**src/rtl/fetch_op_queue_pkg.sv**
```systemverilog
// Shared decode definitions for the fetch-to-dispatch op queue: op codes,
// entry width and the bit layout used to pack/unpack queue entries.
package fetch_op_queue_pkg;

  typedef enum logic [4:0] {
    OP_LB, OP_LH, OP_LW, OP_LBU, OP_LHU,
    OP_SB, OP_SH, OP_SW,
    OP_ADD, OP_SUB, OP_SLL, OP_SLT, OP_SLTU, OP_XOR, OP_SRL, OP_SRA, OP_OR, OP_AND,
    OP_BEQ, OP_BNE, OP_BLT, OP_BGE, OP_BLTU, OP_BGEU,
    OP_JAL, OP_JALR, OP_AUIPC, OP_LUI
  } op_e;

  localparam int PC_W  = 32;
  localparam int OP_W  = 5;
  localparam int REG_W = 5;
  localparam int IMM_W = 32;

  // Entry layout, LSB first: imm | rs2 | rs1 | rd | pred | jalr | use_imm | ls | branch | op | pc
  localparam int OFF_IMM     = 0;
  localparam int OFF_RS2     = OFF_IMM + IMM_W;
  localparam int OFF_RS1     = OFF_RS2 + REG_W;
  localparam int OFF_RD      = OFF_RS1 + REG_W;
  localparam int OFF_PRED    = OFF_RD + REG_W;
  localparam int OFF_JALR    = OFF_PRED + 1;
  localparam int OFF_USE_IMM = OFF_JALR + 1;
  localparam int OFF_LS      = OFF_USE_IMM + 1;
  localparam int OFF_BRANCH  = OFF_LS + 1;
  localparam int OFF_OP      = OFF_BRANCH + 1;
  localparam int OFF_PC      = OFF_OP + OP_W;

  localparam int FOQ_ENTRY_W = OFF_PC + PC_W;

endpackage

```
**src/rtl/fetch_op_queue_if.sv**
```systemverilog
// Enqueue (fetch/decode) and dequeue (dispatch) sides of the op queue.
interface fetch_op_queue_if;
  import fetch_op_queue_pkg::*;

  logic             enq_valid;
  logic [PC_W-1:0]  enq_pc;
  logic [OP_W-1:0]  enq_op;
  logic             enq_branch;
  logic             enq_ls;
  logic             enq_use_imm;
  logic [REG_W-1:0] enq_rd;
  logic [REG_W-1:0] enq_rs1;
  logic [REG_W-1:0] enq_rs2;
  logic [IMM_W-1:0] enq_imm;
  logic             enq_jalr;
  logic             enq_pred_taken;
  logic             foq_full;

  logic             deq_valid;
  logic             deq_ready;
  logic [PC_W-1:0]  deq_pc;
  logic [OP_W-1:0]  deq_op;
  logic             deq_branch;
  logic             deq_ls;
  logic             deq_use_imm;
  logic [REG_W-1:0] deq_rd;
  logic [REG_W-1:0] deq_rs1;
  logic [REG_W-1:0] deq_rs2;
  logic [IMM_W-1:0] deq_imm;
  logic             deq_jalr;
  logic             deq_pred_taken;

  modport master (
    output enq_valid, enq_pc, enq_op, enq_branch, enq_ls, enq_use_imm,
           enq_rd, enq_rs1, enq_rs2, enq_imm, enq_jalr, enq_pred_taken,
           deq_ready,
    input  foq_full, deq_valid, deq_pc, deq_op, deq_branch, deq_ls, deq_use_imm,
           deq_rd, deq_rs1, deq_rs2, deq_imm, deq_jalr, deq_pred_taken
  );

  modport slave (
    input  enq_valid, enq_pc, enq_op, enq_branch, enq_ls, enq_use_imm,
           enq_rd, enq_rs1, enq_rs2, enq_imm, enq_jalr, enq_pred_taken,
           deq_ready,
    output foq_full, deq_valid, deq_pc, deq_op, deq_branch, deq_ls, deq_use_imm,
           deq_rd, deq_rs1, deq_rs2, deq_imm, deq_jalr, deq_pred_taken
  );

endinterface

```
**src/rtl/fetch_op_queue_storage.sv**
```systemverilog
// Entry array for the op queue: one synchronous write port, one
// asynchronous read port. Contents are never reset; validity lives in the count.
module foq_storage #(
  parameter int DEPTH  = 16,
  parameter int ADDR_W = 4,
  parameter int DATA_W = 89
) (
  input  logic              clk_in,
  input  logic              wr_en,
  input  logic [ADDR_W-1:0] wr_addr,
  input  logic [DATA_W-1:0] wr_data,
  input  logic [ADDR_W-1:0] rd_addr,
  output logic [DATA_W-1:0] rd_data
);

  logic [DATA_W-1:0] mem [DEPTH];

  always_ff @(posedge clk_in) begin
    if (wr_en) begin
      mem[wr_addr] <= wr_data;
    end
  end

  assign rd_data = mem[rd_addr];

endmodule

```
**src/rtl/fetch_op_queue.sv**
```systemverilog
// In-order queue of decoded instructions between fetch/decode and dispatch,
// with one reserve slot for a JALR and full flush on misprediction.
module fetch_op_queue
  import fetch_op_queue_pkg::*;
#(
  parameter int DEPTH  = 16,
  parameter int ADDR_W = 4
) (
  input  logic              clk_in,
  input  logic              rst_n_in,
  input  logic              rdy_in,
  input  logic              flush_in,
  fetch_op_queue_if.slave   foq,
  output logic [ADDR_W:0]   count_out
);

  localparam logic [ADDR_W:0] CNT_RESERVE = (ADDR_W+1)'(DEPTH - 1);

  logic [ADDR_W-1:0]      head;
  logic [ADDR_W-1:0]      tail;
  logic [ADDR_W:0]        count;
  logic                   not_empty;
  logic                   has_room;
  logic                   enq_fire;
  logic                   deq_fire;
  logic [FOQ_ENTRY_W-1:0] wr_entry;
  logic [FOQ_ENTRY_W-1:0] rd_entry;
  logic [FOQ_ENTRY_W-1:0] head_entry;

  // The last slot is held back for a JALR the fetch stage commits while stalled.
  assign has_room  = (count < CNT_RESERVE) || ((count == CNT_RESERVE) && foq.enq_jalr);
  assign not_empty = (count != '0);
  assign enq_fire  = rdy_in && !flush_in && foq.enq_valid && has_room;
  assign deq_fire  = rdy_in && !flush_in && not_empty && foq.deq_ready;

  always_ff @(posedge clk_in or negedge rst_n_in) begin
    if (!rst_n_in) begin
      head  <= '0;
      tail  <= '0;
      count <= '0;
    end else if (rdy_in) begin
      if (flush_in) begin
        head  <= '0;
        tail  <= '0;
        count <= '0;
      end else begin
        if (enq_fire) tail <= tail + ADDR_W'(1);
        if (deq_fire) head <= head + ADDR_W'(1);
        unique case ({enq_fire, deq_fire})
          2'b10:   count <= count + (ADDR_W+1)'(1);
          2'b01:   count <= count - (ADDR_W+1)'(1);
          default: count <= count;
        endcase
      end
    end
  end

  always_comb begin
    wr_entry = '0;
    wr_entry[OFF_PC +: PC_W]     = foq.enq_pc;
    wr_entry[OFF_OP +: OP_W]     = foq.enq_op;
    wr_entry[OFF_BRANCH]         = foq.enq_branch;
    wr_entry[OFF_LS]             = foq.enq_ls;
    wr_entry[OFF_USE_IMM]        = foq.enq_use_imm;
    wr_entry[OFF_JALR]           = foq.enq_jalr;
    wr_entry[OFF_PRED]           = foq.enq_pred_taken;
    wr_entry[OFF_RD +: REG_W]    = foq.enq_rd;
    wr_entry[OFF_RS1 +: REG_W]   = foq.enq_rs1;
    wr_entry[OFF_RS2 +: REG_W]   = foq.enq_rs2;
    wr_entry[OFF_IMM +: IMM_W]   = foq.enq_imm;
  end

  foq_storage #(
    .DEPTH  (DEPTH),
    .ADDR_W (ADDR_W),
    .DATA_W (FOQ_ENTRY_W)
  ) u_storage (
    .clk_in  (clk_in),
    .wr_en   (enq_fire),
    .wr_addr (tail),
    .wr_data (wr_entry),
    .rd_addr (head),
    .rd_data (rd_entry)
  );

  // Stale storage is masked so an empty queue presents all-zero fields.
  assign head_entry = not_empty ? rd_entry : '0;

  assign foq.deq_valid      = not_empty;
  assign foq.deq_pc         = head_entry[OFF_PC +: PC_W];
  assign foq.deq_op         = head_entry[OFF_OP +: OP_W];
  assign foq.deq_branch     = head_entry[OFF_BRANCH];
  assign foq.deq_ls         = head_entry[OFF_LS];
  assign foq.deq_use_imm    = head_entry[OFF_USE_IMM];
  assign foq.deq_jalr       = head_entry[OFF_JALR];
  assign foq.deq_pred_taken = head_entry[OFF_PRED];
  assign foq.deq_rd         = head_entry[OFF_RD +: REG_W];
  assign foq.deq_rs1        = head_entry[OFF_RS1 +: REG_W];
  assign foq.deq_rs2        = head_entry[OFF_RS2 +: REG_W];
  assign foq.deq_imm        = head_entry[OFF_IMM +: IMM_W];

  assign foq.foq_full = (count >= CNT_RESERVE);
  assign count_out    = count;

endmodule
```
**src/flat_wrapper.sv**
```systemverilog
// flat-port wrapper written by rule: the top's interface ports become plain ports
module fetch_op_queue_flat import fetch_op_queue_pkg::*;
#(
  parameter int DEPTH  = 16,
  parameter int ADDR_W = 4
)
  (clk_in, rst_n_in, rdy_in, flush_in, count_out, foq_enq_valid, foq_enq_pc, foq_enq_op, foq_enq_branch, foq_enq_ls, foq_enq_use_imm, foq_enq_rd, foq_enq_rs1, foq_enq_rs2, foq_enq_imm, foq_enq_jalr, foq_enq_pred_taken, foq_deq_ready, foq_foq_full, foq_deq_valid, foq_deq_pc, foq_deq_op, foq_deq_branch, foq_deq_ls, foq_deq_use_imm, foq_deq_rd, foq_deq_rs1, foq_deq_rs2, foq_deq_imm, foq_deq_jalr, foq_deq_pred_taken);
  fetch_op_queue_if foq_i ();
  input  logic clk_in;
  input  logic rst_n_in;
  input  logic rdy_in;
  input  logic flush_in;
  output logic [ADDR_W:0] count_out;
  input wire logic [$bits(foq_i.enq_valid)-1:0] foq_enq_valid;
  input wire logic [$bits(foq_i.enq_pc)-1:0] foq_enq_pc;
  input wire logic [$bits(foq_i.enq_op)-1:0] foq_enq_op;
  input wire logic [$bits(foq_i.enq_branch)-1:0] foq_enq_branch;
  input wire logic [$bits(foq_i.enq_ls)-1:0] foq_enq_ls;
  input wire logic [$bits(foq_i.enq_use_imm)-1:0] foq_enq_use_imm;
  input wire logic [$bits(foq_i.enq_rd)-1:0] foq_enq_rd;
  input wire logic [$bits(foq_i.enq_rs1)-1:0] foq_enq_rs1;
  input wire logic [$bits(foq_i.enq_rs2)-1:0] foq_enq_rs2;
  input wire logic [$bits(foq_i.enq_imm)-1:0] foq_enq_imm;
  input wire logic [$bits(foq_i.enq_jalr)-1:0] foq_enq_jalr;
  input wire logic [$bits(foq_i.enq_pred_taken)-1:0] foq_enq_pred_taken;
  input wire logic [$bits(foq_i.deq_ready)-1:0] foq_deq_ready;
  output wire logic [$bits(foq_i.foq_full)-1:0] foq_foq_full;
  output wire logic [$bits(foq_i.deq_valid)-1:0] foq_deq_valid;
  output wire logic [$bits(foq_i.deq_pc)-1:0] foq_deq_pc;
  output wire logic [$bits(foq_i.deq_op)-1:0] foq_deq_op;
  output wire logic [$bits(foq_i.deq_branch)-1:0] foq_deq_branch;
  output wire logic [$bits(foq_i.deq_ls)-1:0] foq_deq_ls;
  output wire logic [$bits(foq_i.deq_use_imm)-1:0] foq_deq_use_imm;
  output wire logic [$bits(foq_i.deq_rd)-1:0] foq_deq_rd;
  output wire logic [$bits(foq_i.deq_rs1)-1:0] foq_deq_rs1;
  output wire logic [$bits(foq_i.deq_rs2)-1:0] foq_deq_rs2;
  output wire logic [$bits(foq_i.deq_imm)-1:0] foq_deq_imm;
  output wire logic [$bits(foq_i.deq_jalr)-1:0] foq_deq_jalr;
  output wire logic [$bits(foq_i.deq_pred_taken)-1:0] foq_deq_pred_taken;
  assign foq_i.enq_valid = foq_enq_valid;
  assign foq_i.enq_pc = foq_enq_pc;
  assign foq_i.enq_op = foq_enq_op;
  assign foq_i.enq_branch = foq_enq_branch;
  assign foq_i.enq_ls = foq_enq_ls;
  assign foq_i.enq_use_imm = foq_enq_use_imm;
  assign foq_i.enq_rd = foq_enq_rd;
  assign foq_i.enq_rs1 = foq_enq_rs1;
  assign foq_i.enq_rs2 = foq_enq_rs2;
  assign foq_i.enq_imm = foq_enq_imm;
  assign foq_i.enq_jalr = foq_enq_jalr;
  assign foq_i.enq_pred_taken = foq_enq_pred_taken;
  assign foq_i.deq_ready = foq_deq_ready;
  assign foq_foq_full = foq_i.foq_full;
  assign foq_deq_valid = foq_i.deq_valid;
  assign foq_deq_pc = foq_i.deq_pc;
  assign foq_deq_op = foq_i.deq_op;
  assign foq_deq_branch = foq_i.deq_branch;
  assign foq_deq_ls = foq_i.deq_ls;
  assign foq_deq_use_imm = foq_i.deq_use_imm;
  assign foq_deq_rd = foq_i.deq_rd;
  assign foq_deq_rs1 = foq_i.deq_rs1;
  assign foq_deq_rs2 = foq_i.deq_rs2;
  assign foq_deq_imm = foq_i.deq_imm;
  assign foq_deq_jalr = foq_i.deq_jalr;
  assign foq_deq_pred_taken = foq_i.deq_pred_taken;
  fetch_op_queue #(.DEPTH(DEPTH), .ADDR_W(ADDR_W)) u_core (.clk_in(clk_in), .rst_n_in(rst_n_in), .rdy_in(rdy_in), .flush_in(flush_in), .foq(foq_i), .count_out(count_out));
endmodule
```
**config.mk**
```make
export PLATFORM = sky130hd
export DESIGN_NAME = fetch_op_queue_flat
export DESIGN_NICKNAME = d
export VERILOG_FILES = /design/src/rtl/fetch_op_queue_pkg.sv /design/src/rtl/fetch_op_queue_if.sv /design/src/rtl/fetch_op_queue_storage.sv /design/src/rtl/fetch_op_queue.sv /design/src/flat_wrapper.sv
export SDC_FILE = /design/constraint.sdc
export NUM_CORES = 1
export LEC_CHECK = 0
export CORE_MARGIN = 2
export CORE_UTILIZATION = 52
export CTS_BUF_LIST = sky130_fd_sc_hd__clkbuf_4 sky130_fd_sc_hd__clkbuf_8
export DETAILED_ROUTE_END_ITERATION = 16
export GPL_ROUTABILITY_DRIVEN = 0
export PLACE_DENSITY = 0.69
export SLEW_MARGIN = 20
export SYNTH_ARGS = -nofsm -noshare
export SYNTH_HDL_FRONTEND = slang
export SYNTH_SLANG_ARGS = --single-unit
export TNS_END_PERCENT = 20
```
**constraint.sdc**
```tcl
create_clock -name clk_in -period 14.3 [get_ports clk_in]
set_input_delay 2.145 -clock clk_in [delete_from_list [all_inputs] [get_ports clk_in]]
set_output_delay 2.145 -clock clk_in [all_outputs]
set_load 0.05 [all_outputs]
```
Word-level counts from Yosys, hierarchy flattened
Memory sizes are Yosys's and may differ from the RTL's. Index checks and enable logic that the tools add are counted.

Flip-flop bits (word level): 13. RAM bits: 1424. Input port bits: 95. Output and inout bits: 96. Memories: 1.

Memory list: u_core.u_storage.mem (depth 16, width 89, read ports 1, clocked after memory_dff 0, wr ports 1, line fetch_op_queue_storage.sv:16) `logic [DATA_W-1:0] mem [DEPTH];`.

Add/subtract/negate cells: 4. Order comparisons: 2. Equality and inequality tests: 3. Mux-type cells: 9. Reductions and logical operators: 15.

Operators with widths (count): $mux W89 (1); $mux W4 (4); $pmux W5 S2 (1); $add A4 B1 Y4 const B (2); $logic_and A1 B1 Y1 (6); $reduce_and A2 Y1 (3); $add A5 B1 Y5 const B (1); $eq A5 B4 Y1 const B (1); $ge A5 B4 Y1 const B (1); $lt A5 B4 Y1 const B (1); $mux W5 (1); $reduce_bool A5 Y1 (1); $sub A5 B1 Y5 const B (1); $reduce_bool A2 Y1 (2); $reduce_bool A3 Y1 (1); $eq A2 B1 Y1 const B (1); $eq A2 B2 Y1 const B (1); $mux W1 (2); $logic_not A1 Y1 (1); $logic_or A1 B1 Y1 (1).

Depth between registers and ports, before layout
Depth in word-level cells: 7. Depth in mapped cells: 12. Mapped depth without buffers: 10.

By module
Synthesis repeated with hierarchy kept, for this count alone.

Cell total of the unflattened synthesis: 2391. Area, all modules: 54711.2 um^2.

Modules (own cells, without submodules): foq_storage (times used 1, cells an instance 2193, area an instance 53222.3 um^2, seq. area each 42761.0 um^2); fetch_op_queue (times used 1, cells an instance 198, area an instance 1488.9 um^2, seq. area each 325.3 um^2).

Worst setup path after synthesis
OpenSTA, ideal clock, no wires.

Path kind: input to register. Start: input port flush_in. End: memory u_core.u_storage.mem[0][0] (enable). Library setup time: 0.786 ns. Arrival: 11.914 ns. Path slack: 1.600 ns. Cell stages on the path: 4. Path buffers: 1. Path through: nand2b_1 -> a311o_1 -> buf_2 -> nor4b_1.

Word-level cells in the longest chain between the ends: 6.

RTL lines: start, declared (line flat_wrapper.sv:12) `input logic flush_in;`; $logic_not A1 Y1 (line fetch_op_queue.sv:33) `assign enq_fire = rdy_in && !flush_in && foq.enq_valid && has_room;`; $logic_and A1 B1 Y1 (3 in a row) (line fetch_op_queue.sv:33); $mux W1 (line fetch_op_queue_storage.sv:19) `if (wr_en) begin`; $mux W1 (not written as such) (line fetch_op_queue_storage.sv:20) `mem[wr_addr] <= wr_data;`; end, declared (line fetch_op_queue_storage.sv:16).

No other way between the ends.

Worst setup path after layout
Start: register u_core.head[0]. End: output port foq_deq_imm[22].

Word-level cells in the longest chain between the ends: 2.

RTL lines: start, declared (line fetch_op_queue.sv:19) `logic [ADDR_W-1:0] head;`; start signal, assigned (line fetch_op_queue.sv:48) `if (deq_fire) head <= head + ADDR_W'(1);`; $mem_v2 Z16 W89; $mux W89 (line fetch_op_queue.sv:87) `assign head_entry = not_empty ? rd_entry : '0;`; end, declared (line flat_wrapper.sv:37) `output wire logic [$bits(foq_i.deq_imm)-1:0] foq_deq_imm;`.

No other way between the ends.

==> metrics <==
unrepaired setup endpoints after global routing=no; FF+latch count, synth=1437; first-iteration detailed-routing DRC count=2578; Die Area=108000 µm²; HPWL Detailed=59800 µm; worst reg2reg startpoint=u_core.count_out[2]; Worst Path Arrival=5620 ps; root buffer cell=clkbuf_8; number of pins exceeding their max-slew limit in the final report=0; power density over the cells=175 nW/µm²; worst setup skew after layout=20.9 ps; adder and majority cell fraction of the synthesized area=0.159%; data required time of the critical path=12150 ps; main combinational cell family by area after synthesis=multiplexers; CTS tree=done; complex-gate fraction of the synthesized area=0.423%; count of final hold-check violations=0; Seq/Total Area, Yosys=78.4%; Largest stage delay, worst path=870 ps; final worst-path cycle share=54.3%; simple-gate area share of the yosys netlist=1.51%; post-layout min period=7760 ps; most common cell after layout, fill and taps aside=edfxtp_1; post-CTS setup buffer count=0; actual transition at the worst max-transition pin=1140 ps; cell family with the largest share of critical-path delay=buffers and inverters; layout cells sized above 1=31.6%; proportion of netlist area held by the largest area contributor=77.8%; CP Cell Sequence=buf_4 -> buf_4 -> mux4_2 -> mux4_2 -> and2_1 -> clkdlybuf4s50_1; worst rel slew slack=24.1%; mux cell area share after synthesis=18.3%; number of buffers added on ports=190; post-synthesis instance area=55000 µm²; signed area change from the synthesized netlist to the final layout=13.9%; Die Y=329 µm; launch instance of the worst min-delay path=u_core.tail[0]; Fmax=0.129 GHz; placeable core region=105000 µm²; global router's overall resource usage=22.8%; max-capacitance violation count=0; cell with the largest stage delay on the worst path=dfrtp_4; worst-case vdd ir drop=0.130 mV; cell type contributing the most total cell area after synthesis=edfxtp_1; number of cells upsized or downsized after cts=0; buffering stage count on the worst path with inverters included=3; final wirelength=121000 µm; number of vias per cell=6.02; number of nets at the end of the flow=2624; run status=completed; static leakage power=19.0 nW; leading cell types in the layout, fill and taps excluded=edfxtp_1, mux4_2, clkbuf_8; hold_buf cts=0; starting density of the core=52.3%; end-of-flow core utilization=59.6%; Critical Path Fanout Max=46; insertion delay to the later sink of the worst-skew pair=870 ps; CTS HTree Levels=4; Syn Inst Count=2183; aggregate negative setup slack=0 ps; Post-Syn Nets=2285; number of antenna violations at the first check in global routing=17; number of vias after detailed routing=24700; Boundary Pins=191; Min-Delay Path Class=reg -> reg; clock net sink count=1437; startpoint of the worst setup timing path=u_core.head[0]; first-pass iteration count of the detailed router=7; global-route wire length before repair=177000 µm; distinct cell type count of the synthesized netlist=46; CTS max path bufs=3; Residual DRC=0; number of endpoints failing setup at the final stage=0; number of buffers inserted during clock tree synthesis=219; startpoint class of the critical path=flip-flop; Setup CP Type=reg -> out; vias in the first global route=26300; top area cells in the synthesized netlist=edfxtp_1, mux4_2, and2_1, dfrtp_1, clkbuf_1; CTS clock-pin slew for the worst setup and hold paths=60 ps; Core Rows=119; pin count of the biggest net entering global routing=173; Mapped Avg Cell Area=25.2 µm²; Critical Path Sink Type=output port; die width=329 µm; share of the synthesized netlist area taken by xor and xnor gates=0.0478%; Warnings, synthesis=0; Detail Route Antenna Nets=0; total gr overflow=0; average detailed-routed wire length per instance=29.5 µm
==> final timing paths <==
| check | end | slack, ps | depth (start not counted) |
|---|---|---|---|
| max | foq_deq_imm[22] | 6540 | 6 |
| min | u_core.tail[0] | 600 | 1 |
| max reg2reg | u_core.u_storage.mem[15][19] | 10260 | 6 |
| min reg2reg | u_core.tail[0] | 600 | 1 |
| max in group asynchronous | u_core.head[0] | 12150 | 1 |
| min in group asynchronous | u_core.count_out[1] | 1670 | 1 |
==> sequential cells by signal (all words and copies together), names as in the netlist <==
signal,cells
u_core.tail,4
u_core.u_storage.mem,1424
u_core.head,4
u_core.count_out,5
==> stage by stage <==
step | power, mW | std cells | cell area (µm²) | setup slack (ps) | hold WS, ps
after floorplan | 7.00 | 2183 | 55000 | 1600 | 532
final | 11.0 | 4097 | 62600 | 6540 | 603
after global routing | 11.4 | 4096 | 62600 | 6040 | 644
after CTS | 11.1 | 4092 | 62600 | 6300 | 602
after detailed placement | 7.88 | 3692 | 58400 | 7300 | 586
after global placement | 7.85 | 3692 | 58400 | 7350 | 567
==> cells by family after synthesis <==
logic type | count (synthesis)
muxes | 449
adders and majority gates | 7
and+or+nand+nor | 137
AOI/OAI and AO/OA | 32
buffers and inverters | 118
DFF | 1437
xor gates and xnor gates | 3
==> metal layers <==
| layer | GRT usage [%] | wire length, µm | vias to the layer above |
|---|---|---|---|
| li1 | - | - | 10200 |
| met1 | 31.1 | 48000 | 13300 |
| met2 | 38.2 | 62400 | 987 |
| met3 | 4.26 | 8040 | 188 |
| met4 | 6.63 | 2330 | 10 |
| met5 | 0 | 61 | - |
==> synth_stat cells (all sizes together) <==
| master | count |
|---|---|
| edfxtp | 1424 |
| mux4 | 445 |
| and2 | 97 |
| clkbuf | 60 |
| buf | 53 |
| dfrtp | 13 |
| o21ai | 9 |
| nand2 | 8 |
| and3 | 7 |
| ha | 7 |
| nor2 | 7 |
| a22o | 5 |
| inv | 5 |
| nor4b | 4 |
| a21boi | 3 |
| mux2i | 3 |
| xnor2 | 3 |
| a21oi | 2 |
| a31oi | 2 |
| nand2b | 2 |
| nand3 | 2 |
| nor3 | 2 |
| o2bb2ai | 2 |
| or3 | 2 |
| a211o | 1 |
| a21o | 1 |
| a221oi | 1 |
| a311o | 1 |
| a311oi | 1 |
| a32o | 1 |
| and3b | 1 |
| and4 | 1 |
| mux2 | 1 |
| nand3b | 1 |
| nand4 | 1 |
| nor2b | 1 |
| o21a | 1 |
| o22ai | 1 |
| o31ai | 1 |
| or2 | 1 |
==> final cells by class <==
class,count,area [µm²]
diodes,5,12.5
repair buffers,231,2230
flip-flops and latches,1437,43100
fillers,7327,42500
clock inverters,94,497
inverters,5,18.8
well taps,1391,1740
clock buffers,306,3700
multi-input cells,628,11300
==> worst reg2reg max path, cell delays in order (launching register included) <==
cell	delay, ps
dfrtp_1	480
and3_1	270
a311oi_2	660
and3_1	320
and2_4	340
buf_4	780
buf_4	770
==> power breakdown <==
| group | switching [mW] | leakage (nW) | internal, mW |
|---|---|---|---|
| clock | 1.52 | 2.25 | 1.71 |
| combinational | 1.73 | 3.82 | 1.26 |
| sequential | 0.0656 | 13.0 | 4.68 |
| total | 3.31 | 19.0 | 7.65 |
Power figures use the tool's default switching activity.
